==> config.mk <==
export PLATFORM = sky130hd
export DESIGN_NAME = fetch_ctrl
export DESIGN_NICKNAME = d
export VERILOG_FILES = /design/src/rtl/fetch_ctrl.sv
export SDC_FILE = /design/constraint.sdc
export NUM_CORES = 1
export LEC_CHECK = 0
export CELL_PAD_IN_SITES_DETAIL_PLACEMENT = 1
export CELL_PAD_IN_SITES_GLOBAL_PLACEMENT = 1
export CORE_MARGIN = 4
export CORE_UTILIZATION = 31
export CTS_CLUSTER_DIAMETER = 150
export DETAILED_ROUTE_END_ITERATION = 16
export PLACE_DENSITY_LB_ADDON = 0.25
export SLEW_MARGIN = 25
export SYNTH_ARGS = -nofsm -noshare
export SYNTH_HDL_FRONTEND = slang
export SYNTH_SLANG_ARGS = --single-unit
export TNS_END_PERCENT = 5
==> constraint.sdc <==
create_clock -name clk -period 2.7 [get_ports clk]
set_input_delay 0.675 -clock clk [delete_from_list [all_inputs] [get_ports clk]]
set_output_delay 0.675 -clock clk [all_outputs]
set_load 0.01 [all_outputs]
==> src/rtl/fetch_ctrl.sv <==
// Front-end fetch sequencer: PC redirect arbitration, imem req/ack handshake,
// single-entry instruction hand-off to decode, and stuck-fetch timeout.
module fetch_ctrl #(
    parameter int unsigned TIMEOUT = 16,
    parameter logic [31:0] NOP     = 32'h0000_0013
) (
    input  logic        clk,
    input  logic        rst,
    input  logic        trap_en,
    input  logic [31:0] trap_addr,
    input  logic        mret_en,
    input  logic [31:0] mret_addr,
    input  logic        br_en,
    input  logic [31:0] br_addr,
    input  logic        pipe_stall,
    input  logic [31:0] pc_addr,
    output logic        pc_stall,
    output logic        pc_jp_en,
    output logic [31:0] pc_jp_addr,
    output logic        imem_req,
    output logic [31:0] imem_addr,
    input  logic        imem_ack,
    input  logic [31:0] imem_rdata,
    output logic        if_valid,
    output logic [31:0] if_inst,
    output logic [31:0] if_pc,
    output logic        fetch_err
);

    typedef enum logic [2:0] {IDLE, REQ, HOLD, DRAIN, ERR} state_e;

    localparam logic [31:0] TLAST = TIMEOUT - 1;

    state_e      state_q;
    logic [31:0] drain_addr_q;
    logic [31:0] wait_cnt_q;
    logic        if_valid_q;
    logic [31:0] if_inst_q;
    logic [31:0] if_pc_q;
    logic        fetch_err_q;

    logic redir;
    logic tmo;

    assign redir = trap_en | mret_en | br_en;

    always_comb begin
        pc_jp_addr = br_addr;
        if (trap_en)
            pc_jp_addr = trap_addr;
        else if (mret_en)
            pc_jp_addr = mret_addr;
    end

    assign pc_jp_en = redir;
    assign pc_stall = !(redir | (state_q == REQ & imem_ack));
    assign imem_req = (state_q == REQ) | (state_q == DRAIN);

    always_comb begin
        imem_addr = 32'd0;
        if (state_q == REQ)
            imem_addr = pc_addr;
        else if (state_q == DRAIN)
            imem_addr = drain_addr_q;
    end

    // Timeout fires on the last permitted wait cycle so req is high exactly TIMEOUT cycles
    assign tmo = (TIMEOUT != 0) && imem_req && !imem_ack && (wait_cnt_q == TLAST);

    always_ff @(posedge clk) begin
        if (rst) begin
            state_q      <= IDLE;
            drain_addr_q <= 32'd0;
            wait_cnt_q   <= 32'd0;
            if_valid_q   <= 1'b0;
            if_inst_q    <= NOP;
            if_pc_q      <= 32'd0;
            fetch_err_q  <= 1'b0;
        end else begin
            unique case (state_q)
                IDLE: begin
                    state_q    <= REQ;
                    wait_cnt_q <= 32'd0;
                end
                REQ: begin
                    if (imem_ack) begin
                        wait_cnt_q <= 32'd0;
                        if (!redir) begin
                            if_inst_q  <= imem_rdata;
                            if_pc_q    <= pc_addr;
                            if_valid_q <= 1'b1;
                            state_q    <= HOLD;
                        end
                    end else if (redir) begin
                        drain_addr_q <= pc_addr;
                        wait_cnt_q   <= 32'd0;
                        state_q      <= DRAIN;
                    end else if (tmo) begin
                        fetch_err_q <= 1'b1;
                        state_q     <= ERR;
                    end else begin
                        wait_cnt_q <= wait_cnt_q + 32'd1;
                    end
                end
                HOLD: begin
                    if (redir) begin
                        if_valid_q <= 1'b0;
                        if_inst_q  <= NOP;
                        wait_cnt_q <= 32'd0;
                        state_q    <= REQ;
                    end else if (!pipe_stall) begin
                        if_valid_q <= 1'b0;
                        wait_cnt_q <= 32'd0;
                        state_q    <= REQ;
                    end
                end
                DRAIN: begin
                    if (imem_ack) begin
                        wait_cnt_q <= 32'd0;
                        state_q    <= REQ;
                    end else if (tmo) begin
                        // A redirect defers the timeout; the counter holds at its limit
                        if (!redir) begin
                            fetch_err_q <= 1'b1;
                            state_q     <= ERR;
                        end
                    end else begin
                        wait_cnt_q <= wait_cnt_q + 32'd1;
                    end
                end
                ERR: begin
                    if (redir) begin
                        fetch_err_q <= 1'b0;
                        wait_cnt_q  <= 32'd0;
                        state_q     <= REQ;
                    end
                end
                default: state_q <= IDLE;
            endcase
        end
    end

    assign if_valid  = if_valid_q;
    assign if_inst   = if_inst_q;
    assign if_pc     = if_pc_q;
    assign fetch_err = fetch_err_q;

endmodule
==> insert_results.sql <==
INSERT INTO impl_metrics (metric_group, metric, value, unit) VALUES
('floorplan', 'die_area', '23250', 'µm²'),
('global_routing', 'initial_antenna_violation_count', '3', ''),
('yosys', 'number_of_flops_mapped_to_enable_cells_by_yosys', '0', ''),
('pwr', 'vdd_drop_max', '392.6', 'µV'),
('global_routing', 'global_route_wire_length_before_repair', '40720', 'µm'),
('job', 'maxCapViolCount', '0', ''),
('yosys', 'synthesis.instances', '809', ''),
('layout', 'proportion_of_layout_cells_with_a_drive_suffix_above_1', '0.09982', ''),
('min_path', 'min_path_type', 'reg -> reg', ''),
('clocking', 'tritoncts', 'built', ''),
('detailed_routing', 'drt.antenna.violating_nets', '0', ''),
('global_routing', 'globalRouteOverflowTotal', '0', ''),
('yosys', 'ys_ff_latch', '133', ''),
('floorplan', 'die_w', '152.5', 'µm'),
('yosys', 'synth_top_area_cell', 'dfxtp_1', ''),
('status', 'status', 'completed', ''),
('yosys', 'syn_avg_cell_area', '7.997', 'µm²'),
('yosys', 'synthDistinctLibCells', '55', ''),
('timing', 'setup_slack', '0.05352', 'ns'),
('layout', 'fillCellCount', '2403', ''),
('clocking', 'cts_inserted_buffers', '17', ''),
('detailed_routing', 'drt_first_iter_violations', '253', ''),
('layout', 'flow.area_growth_from_synthesis', '65.09', '%'),
('floorplan', 'cell_row_count', '52', ''),
('floorplan', 'io-pin-count', '300', ''),
('floorplan', 'die_height', '152.5', 'µm'),
('worst_setup_path', 'crit_fanout', '3', ''),
('worst_setup_path', 'critical_path.endpoint_type', 'output port', ''),
('yosys', 'synth_xor_area_frac', '0.001354', ''),
('clocking', 'clk_pin_slew_worst_paths', '0.06', 'ns'),
('yosys', 'synthFlopType', 'dfxtp_1', ''),
('placed_design', 'numPortBuffers', '299', ''),
('yosys', 'simple_gate_share_of_the_synthesized_area', '0.2133', ''),
('floorplan', 'floorplan.initialDensity', '0.3177', ''),
('clocking', 'worst_skew_pair.late_latency', '0.42', 'ns'),
('yosys', 'top_cells_by_area_in_the_synthesized_netlist', 'dfxtp_1 (41%), nand2_1 (10%), mux2i_1 (10%)', ''),
('detailed_routing', 'route.detailed.drc', '0', ''),
('timing', 'timing.fmax', '377.9', 'MHz'),
('pwr', 'power-per-cell-area', '506.1', 'nW/µm²'),
('yosys', 'synth-compound-area-share', '0.2178', ''),
('pwr', 'leakage', '3.991', 'nW'),
('yosys', 'dominant_combinational_cell_family_by_area_after_synthesis', 'compound AO/OA/AOI/OAI gates', ''),
('worst_setup_path', 'r2r-start', 'wait_cnt_q[0]', ''),
('yosys', 'seq_area_frac_synth', '0.4115', ''),
('global_routing', 'first_global_vias', '7453', ''),
('timing', 'grt_setup_unrepaired', 'true', ''),
('clocking', 'numClockSinks', '133', ''),
('timing', 'layout_min_cycle_time', '2.646', 'ns'),
('worst_setup_path', 'r2r_cells', '8', ''),
('timing', 'final_worst_path_period_share', '0.9802', ''),
('detailed_routing', 'routed-via-count', '7186', ''),
('detailed_routing', 'drt_pre_antenna_iters', '4', ''),
('worst_setup_path', 'crit_path_start_kind', 'primary input', ''),
('min_path', 'min_delay_path_depth', '2', ''),
('clocking', 'ctsRootBufferMaster', 'clkbuf_16', ''),
('yosys', 'synth_async_sr_flop_share', '0', ''),
('placed_design', 'worst_slack_at_placement', '-0.1916', 'ns'),
('timing', 'report.final.hold_viol_count', '0', ''),
('clocking', 'post_cts_hold_buffer_count', '0', ''),
('worst_setup_path', 'worstPathRequired', '2.03', 'ns'),
('timing', 'fin_setup_tns', '0', 'ns'),
('min_path', 'hold-path-endpoint', 'if_pc[27]', ''),
('layout', 'utilization', '0.5245', ''),
('timing', 'worst-slew-pin-transition', '0.7278', 'ns'),
('yosys', 'yosysTopAreaCellShare', '0.4115', ''),
('detailed_routing', 'routed_wl', '25990', 'µm'),
('layout', 'layout.nets', '1287', ''),
('yosys', 'ys_warn_count', '0', ''),
('global_routing', 'pin_count_of_the_biggest_net_entering_global_routing', '68', ''),
('clocking', 'max-clock-path-buffers', '2', ''),
('pwr', 'power', '5.406', 'mW');
-- per-layer routing --
| layer | routed length [µm] | GRT usage |
|---|---|---|
| met5 | 0 | 0 |
| met4 | 787 | 0.08401 |
| met3 | 1648 | 0.06191 |
| met2 | 13130 | 0.3848 |
| met1 | 10420 | 0.2444 |
-- layout make-up --
class / count / area (µm²) / share of cell area
Timing Repair Buffer: 357 / 3550 / 0.3323
Multi-Input combinational cell: 600 / 3483 / 0.3261
Sequential cell: 133 / 2666 / 0.2496
Clock buffer: 21 / 470.5 / 0.04404
Tap cell: 270 / 337.8 / 0.03163
Clock inverter: 11 / 126.4 / 0.01183
Inverter: 10 / 40.04 / 0.003748
Antenna cell: 3 / 7.507 / 0.0007028
-- how the worst max path moves through the flow --
stage,from,to,cells after the start,slack [ns]
5_1_grt,state_q[1],imem_addr[7],4,-0.02
3_3_place_gp,br_en,pc_stall,5,-0.18
4_1_cts,mret_addr[1],pc_jp_addr[1],4,0.006
3_5_place_dp,br_en,pc_stall,5,-0.19
2_1_floorplan,mret_en,pc_jp_addr[10],4,0.36
6_report,pc_addr[0],imem_addr[0],4,0.05
-- synth_stat cells, types with 2 or more instances --
| library cell | number |
|---|---|
| a211oi_1 | 2 |
| dfxtp_1 | 133 |
| nand3_1 | 15 |
| clkbuf_1 | 31 |
| and3_1 | 5 |
| a41oi_1 | 6 |
| buf_2 | 28 |
| nand3_2 | 2 |
| o32a_1 | 3 |
| o21ai_0 | 65 |
| a22o_1 | 29 |
| nor4_1 | 9 |
| a21oi_1 | 88 |
| a311oi_1 | 5 |
| nand4b_1 | 2 |
| nor2_1 | 46 |
| nand4_1 | 10 |
| and2_1 | 3 |
| or3_1 | 4 |
| nand2b_1 | 5 |
| o22ai_1 | 2 |
| a31oi_1 | 12 |
| o21ai_1 | 4 |
| o211ai_1 | 2 |
| nor3_1 | 7 |
| nor3b_1 | 2 |
| o31ai_1 | 6 |
| mux2i_1 | 65 |
| and4_1 | 4 |
| inv_1 | 9 |
| nand2_1 | 178 |
| buf_4 | 4 |
-- per-stage QoR --
stage | instances | hold slack [ns] | instance area, µm²
after global routing | 1405 | 0.4703 | 10680
after detailed placement | 1370 | 0.4459 | 10030
after global placement | 1370 | 0.4412 | 10030
final | 1405 | 0.4530 | 10680
after floorplan | 809 | 0.4360 | 6470
after CTS | 1402 | 0.4537 | 10630
-- state kept, by name, summed over array words and instances (netlist names) --
| signal | cells |
|---|---|
| if_pc | 32 |
| if_inst | 32 |
| wait_cnt_q | 32 |
| fetch_err | 1 |
| if_valid | 1 |
| state_q | 3 |
| drain_addr_q | 32 |
-- logic make-up after synthesis --
kind of cell / count (synthesis)
fa+ha+maj: 1
buf+inv: 76
mux: 65
compound gates: 231
flops: 133
simple gates: 302
xor+xnor: 1
-- power breakdown --
part           leakage [nW]  switching, mW  internal (mW)
registers              1.08         0.0336           2.01
logic                  2.63          0.454          0.577
clock network         0.281          0.903           1.43
-- repair_timing --
action                                  CTS  global route
endpoints found under the setup margin   33            23
cloned                                    0             0
gates resized for setup                   7            17
buffers inserted                          0             0
-- placed cells by master (no fill, tap or decap), types with 7 or more instances in the layout --
cell type	Yosys	layout
clkdlybuf4s50_1	0	280
nand2_1	178	178
dfxtp_1	133	132
a21oi_1	88	88
o21ai_0	65	64
mux2i_1	65	64
buf_4	4	49
nor2_1	46	44
a22o_1	29	29
clkbuf_16	0	17
nand3_1	15	15
a31oi_1	12	12
dlymetal6s2s_1	0	11
nand4_1	10	10
nor4_1	9	9
inv_1	9	9
buf_12	0	8
nor3_1	7	7
-- critical path: stages --
cell and delay (ns):
clkdlybuf4s50_1 0.52, mux2i_1 0.08, nor2_1 0.11, clkdlybuf4s50_1 0.58
Power figures use the tool's default switching activity.
==> edit 1 (same settings) <==
Register the output `fetch_err` once more, cleared by the reset; this adds one clock of latency there. The other outputs are not delayed to match.
--- a/src/rtl/fetch_ctrl.sv
+++ b/src/rtl/fetch_ctrl.sv
@@ -143,6 +143,12 @@
     assign if_valid  = if_valid_q;
     assign if_inst   = if_inst_q;
     assign if_pc     = if_pc_q;
-    assign fetch_err = fetch_err_q;
+    always_ff @(posedge clk) begin
+        if (rst) begin
+            fetch_err <= '0;
+        end else begin
+            fetch_err <= fetch_err_q;
+        end
+    end
 
 endmodule
Check against the original RTL: no difference found for any inputs over 4 cycles, from zero or initial values and one cycle with rst high; that may be too few to reach the edited logic, so the function may still have changed.
==> edit 1 against the unedited design <==
Wire length increased by 3.6%. Highest routed layer unchanged. Sequential share of layout area is 0.50 points lower. Power up 1.4%. Synthesized area is 4.2% higher. Sequential cell count increased by 1. Setup slack worse by 0.0075 ns. Design area grew 2.8%. Largest cell class is now multi-input combinational cells. Die area grew 4.0%. Critical path type unchanged.
==> edit 1: results (changes against the unedited design) <==
The register cell area after layout was 0.00269 mm^2 (was 0.00267 mm^2); the highest net fanout along the worst path was 1 (was 3). The met3 global-route usage came out at 5.62% (was 6.19%). The initial antenna violation count came out at 4 (was 3). The flow ran to the end, and the final reports show no timing, DRC or antenna violations. The met1 layer wirelength in the final routing was 11.5 mm (was 10.4 mm). The net total in the final layout is 1344 (was 1287), and the met1 track demand over resource is 26.7% (was 24.4%). The pin count of the biggest net entering global routing was 99 (was 68); the number of global-route vias before repair was 7748 (was 7453). The final worst hold slack was 0.456 ns (was 0.453 ns); the depth of the worst register-to-register path was 6 (was 8).

Cell count after placement: 1432 (was 1370). The run gives 37.3% (was 37.7%) as the sequential power share. The area fraction in compound gates after synthesis is 19.0% (was 21.8%), and the flop-to-flop setup slack is 0.33 ns (was 0.60 ns). Worst clock skew on the final layout: 0.00804 ns (was 0.00829 ns). The worst setup path startpoint is mret_addr[10] (was pc_addr[0]).

The xor and xnor fraction of the mapped netlist area works out to 0.130% (was 0.135%). The total internal power is 4.10 mW (was 4.02 mW), and the combined global-route utilization of all metal layers is 21.6% (about the same). The net count after synthesis was 1035 (was 977).

The end point of the worst hold path was drain_addr_q[5] (was if_pc[27]). The logs give 1.88 mm (was 1.65 mm) for the met3 routed wirelength and 2494 (was 2403) for the layout filler cell count. Post-CTS resize count: 5 (was 7).
==> edit 1: cell count changes after synthesis, moves of 4 or more <==
cell,delta
sky130_fd_sc_hd__a31oi_1,-10
sky130_fd_sc_hd__nor2b_1,+5
sky130_fd_sc_hd__buf_2,-10
sky130_fd_sc_hd__a22o_1,-29
sky130_fd_sc_hd__nor2_1,+37
sky130_fd_sc_hd__o31ai_1,-4
sky130_fd_sc_hd__a41oi_1,-6
sky130_fd_sc_hd__a22oi_1,+29
sky130_fd_sc_hd__nand3_1,+8
sky130_fd_sc_hd__o21ai_0,-16
sky130_fd_sc_hd__nand2_1,+23
sky130_fd_sc_hd__clkbuf_1,+5
sky130_fd_sc_hd__or4_1,+4
sky130_fd_sc_hd__inv_1,-4
==> edit 1: cell type report <==
cell class,instances,share of cell area [%]
repair buffers,351,32.2
clock inverters,11,1.35
diodes,4,0.0912
well taps,275,3.13
inverters,8,0.274
flip-flops and latches,134,24.5
clock buffers,20,4.16
multi-input cells,664,34.3
==> edit 2 (same flow settings) <==
Without the edit above. Change the parameter `NOP` from 32'h0000_0013 to 32'h00000009.
--- a/src/rtl/fetch_ctrl.sv
+++ b/src/rtl/fetch_ctrl.sv
@@ -2,7 +2,7 @@
 // single-entry instruction hand-off to decode, and stuck-fetch timeout.
 module fetch_ctrl #(
     parameter int unsigned TIMEOUT = 16,
-    parameter logic [31:0] NOP     = 32'h0000_0013
+    parameter logic [31:0] NOP     = 32'h00000009
 ) (
     input  logic        clk,
     input  logic        rst,
Check against the original RTL: not equivalent (Yosys sat finds a counterexample within 4 cycles, from zero or initial values and one cycle with rst high).
==> edit 2 against the unedited design <==
Synthesized area up 3.7%. Setup slack worse by 0.0039 ns. Design area up 2.7%. Sequential cell count unchanged. Critical endpoint is now pc_jp_addr[5]. Wire length up 7.2%. Count of clock-buffer cells in the layout down 2. Power up 3.9%.
==> edit 2: results (changes against the unedited design) <==
Area contributors post-synth: sky130_fd_sc_hd__dfxtp_1, sky130_fd_sc_hd__nand2_1, sky130_fd_sc_hd__mux2i_1, sky130_fd_sc_hd__a21oi_1, sky130_fd_sc_hd__nor2_1 (was sky130_fd_sc_hd__dfxtp_1, sky130_fd_sc_hd__nand2_1, sky130_fd_sc_hd__mux2i_1, sky130_fd_sc_hd__a21oi_1, sky130_fd_sc_hd__o21ai_0). Routed wire length: 27.9 mm (was 26.0 mm). The cell count after placement is 1429 (was 1370). The highest net fanout along the worst path works out to 1 (was 3). The run finished with clean final reports. The routed wirelength normalized by instance count is 19.0 um (was 18.5 um), and the peak ir drop on the vdd network is 0.000292 V (was 0.000393 V).

The tools report the endpoint of the worst setup timing path as pc_jp_addr[5] (was imem_addr[0]). The share of layout cells above drive strength 1 was 10.3% (was 9.98%); the sum of net half-perimeters after detailed placement was 21.1 mm (was 19.6 mm). The first-pass GRT wire length is 42.6 mm (was 40.7 mm). The worst clock skew on the final layout was 0.00958 ns (was 0.00829 ns); the multiplexer share of the synthesized area was 9.70% (was 10.1%). The number of design-rule violations left by the first detailed-router iteration is 291 (was 253).

The tools report the number of different library cells in the post-synthesis netlist as 63 (was 55). For the placer congestion estimate, the log shows 0.835 (was 0.834). The net total in the final layout was 1341 (was 1287); the area fraction in compound gates after synthesis was 19.2% (was 21.8%). The xor and xnor fraction of the mapped netlist area is 0.131% (was 0.135%).

The leakage power of the design is 4.15 nW (was 3.99 nW). The endpoint of the lowest-slack register-to-register path was wait_cnt_q[28] (was wait_cnt_q[16]). The placed cell area is 0.0103 mm^2 (was 0.0100 mm^2), and the depth of the worst register-to-register path is 6 (was 8). The sequential cell area fraction in the yosys report is 39.7% (was 41.2%), and the combined global-route utilization of all metal layers is 22.3% (was 21.6%). For the number of global-route vias before repair, the log shows 7921 (was 7453). The worst setup path startpoint is mret_addr[5] (was pc_addr[0]).

The flop-to-flop setup slack was 0.44 ns (was 0.60 ns).
edit 2: changes by cell type in the layout (fill, tap and decap cells not counted), moves of 5 or more:
cell                       change
sky130_fd_sc_hd__nor2_1       +38
sky130_fd_sc_hd__a22oi_1      +31
sky130_fd_sc_hd__a22o_1       -29
sky130_fd_sc_hd__o21ai_0      -16
sky130_fd_sc_hd__nand2_1      +14
sky130_fd_sc_hd__or4_1         +7
sky130_fd_sc_hd__a311oi_1      -5
sky130_fd_sc_hd__buf_4         +5
edit 2: worst min path at each step:
| stage | startpoint | depth (start not counted) | endpoint | slack, ns |
|---|---|---|---|---|
| after floorplan | drain_addr_q[0] | 2 | drain_addr_q[0] | 0.44 |
| after global placement | drain_addr_q[12] | 2 | drain_addr_q[12] | 0.44 |
| after detailed placement | if_pc[21] | 2 | if_pc[21] | 0.45 |
| after CTS | if_pc[21] | 2 | if_pc[21] | 0.45 |
| after global routing | if_pc[8] | 2 | if_pc[8] | 0.47 |
| final | if_pc[21] | 2 | if_pc[21] | 0.45 |
edit 2: power by group:
| part | switching (mW) | internal [mW] | leakage [nW] |
|---|---|---|---|
| Sequential | 0.0271 | 2.00 | 1.08 |
| Combinational | 0.475 | 0.586 | 2.76 |
| Clock | 0.917 | 1.61 | 0.311 |
| Total | 1.42 | 4.20 | 4.15 |
edit 2: layout make-up:
| cell class | instances | area [um^2] |
|---|---|---|
| Sequential cell | 133 | 2660 |
| Antenna cell | 3 | 7.51 |
| Inverter | 12 | 45.0 |
| Fill cell | 2484 | 10200 |
| Multi-Input combinational cell | 648 | 3690 |
| Clock buffer | 19 | 453 |
| Tap cell | 275 | 344 |
| Clock inverter | 13 | 193 |
| Timing Repair Buffer | 361 | 3570 |
edit 2: worst max-delay path: cells and delay by family:
kind / cells / cell delay, ns
multiplexers: 1 / 0.11
buffers and inverters: 2 / 1.03
AO/OA/AOI/OAI: 1 / 0.17
edit 2: per-layer routing:
metal	GRT usage, %	routed length, um	vias to the layer above	share of wire [%]
li1	-	-	3660	-
met1	24.0	10600	3591	38
met2	41.7	14700	261	53
met3	6.20	1940	39	7.0
met4	7.86	662	0	2.4
met5	0	0	-	0
edit 2: what timing repair did:
action | CTS | global route
setup endpoints to repair | 17 | 13
pin swaps | 0 | 1
resized for setup | 7 | 13
edit 2: per-stage QoR:
stage	power, mW	setup slack, ns
floorplan	2.49	0.295
global placement	3.13	-0.0985
detailed placement	3.14	-0.130
CTS	5.69	-0.0329
global route	5.85	0.00152
finish	5.62	0.0496
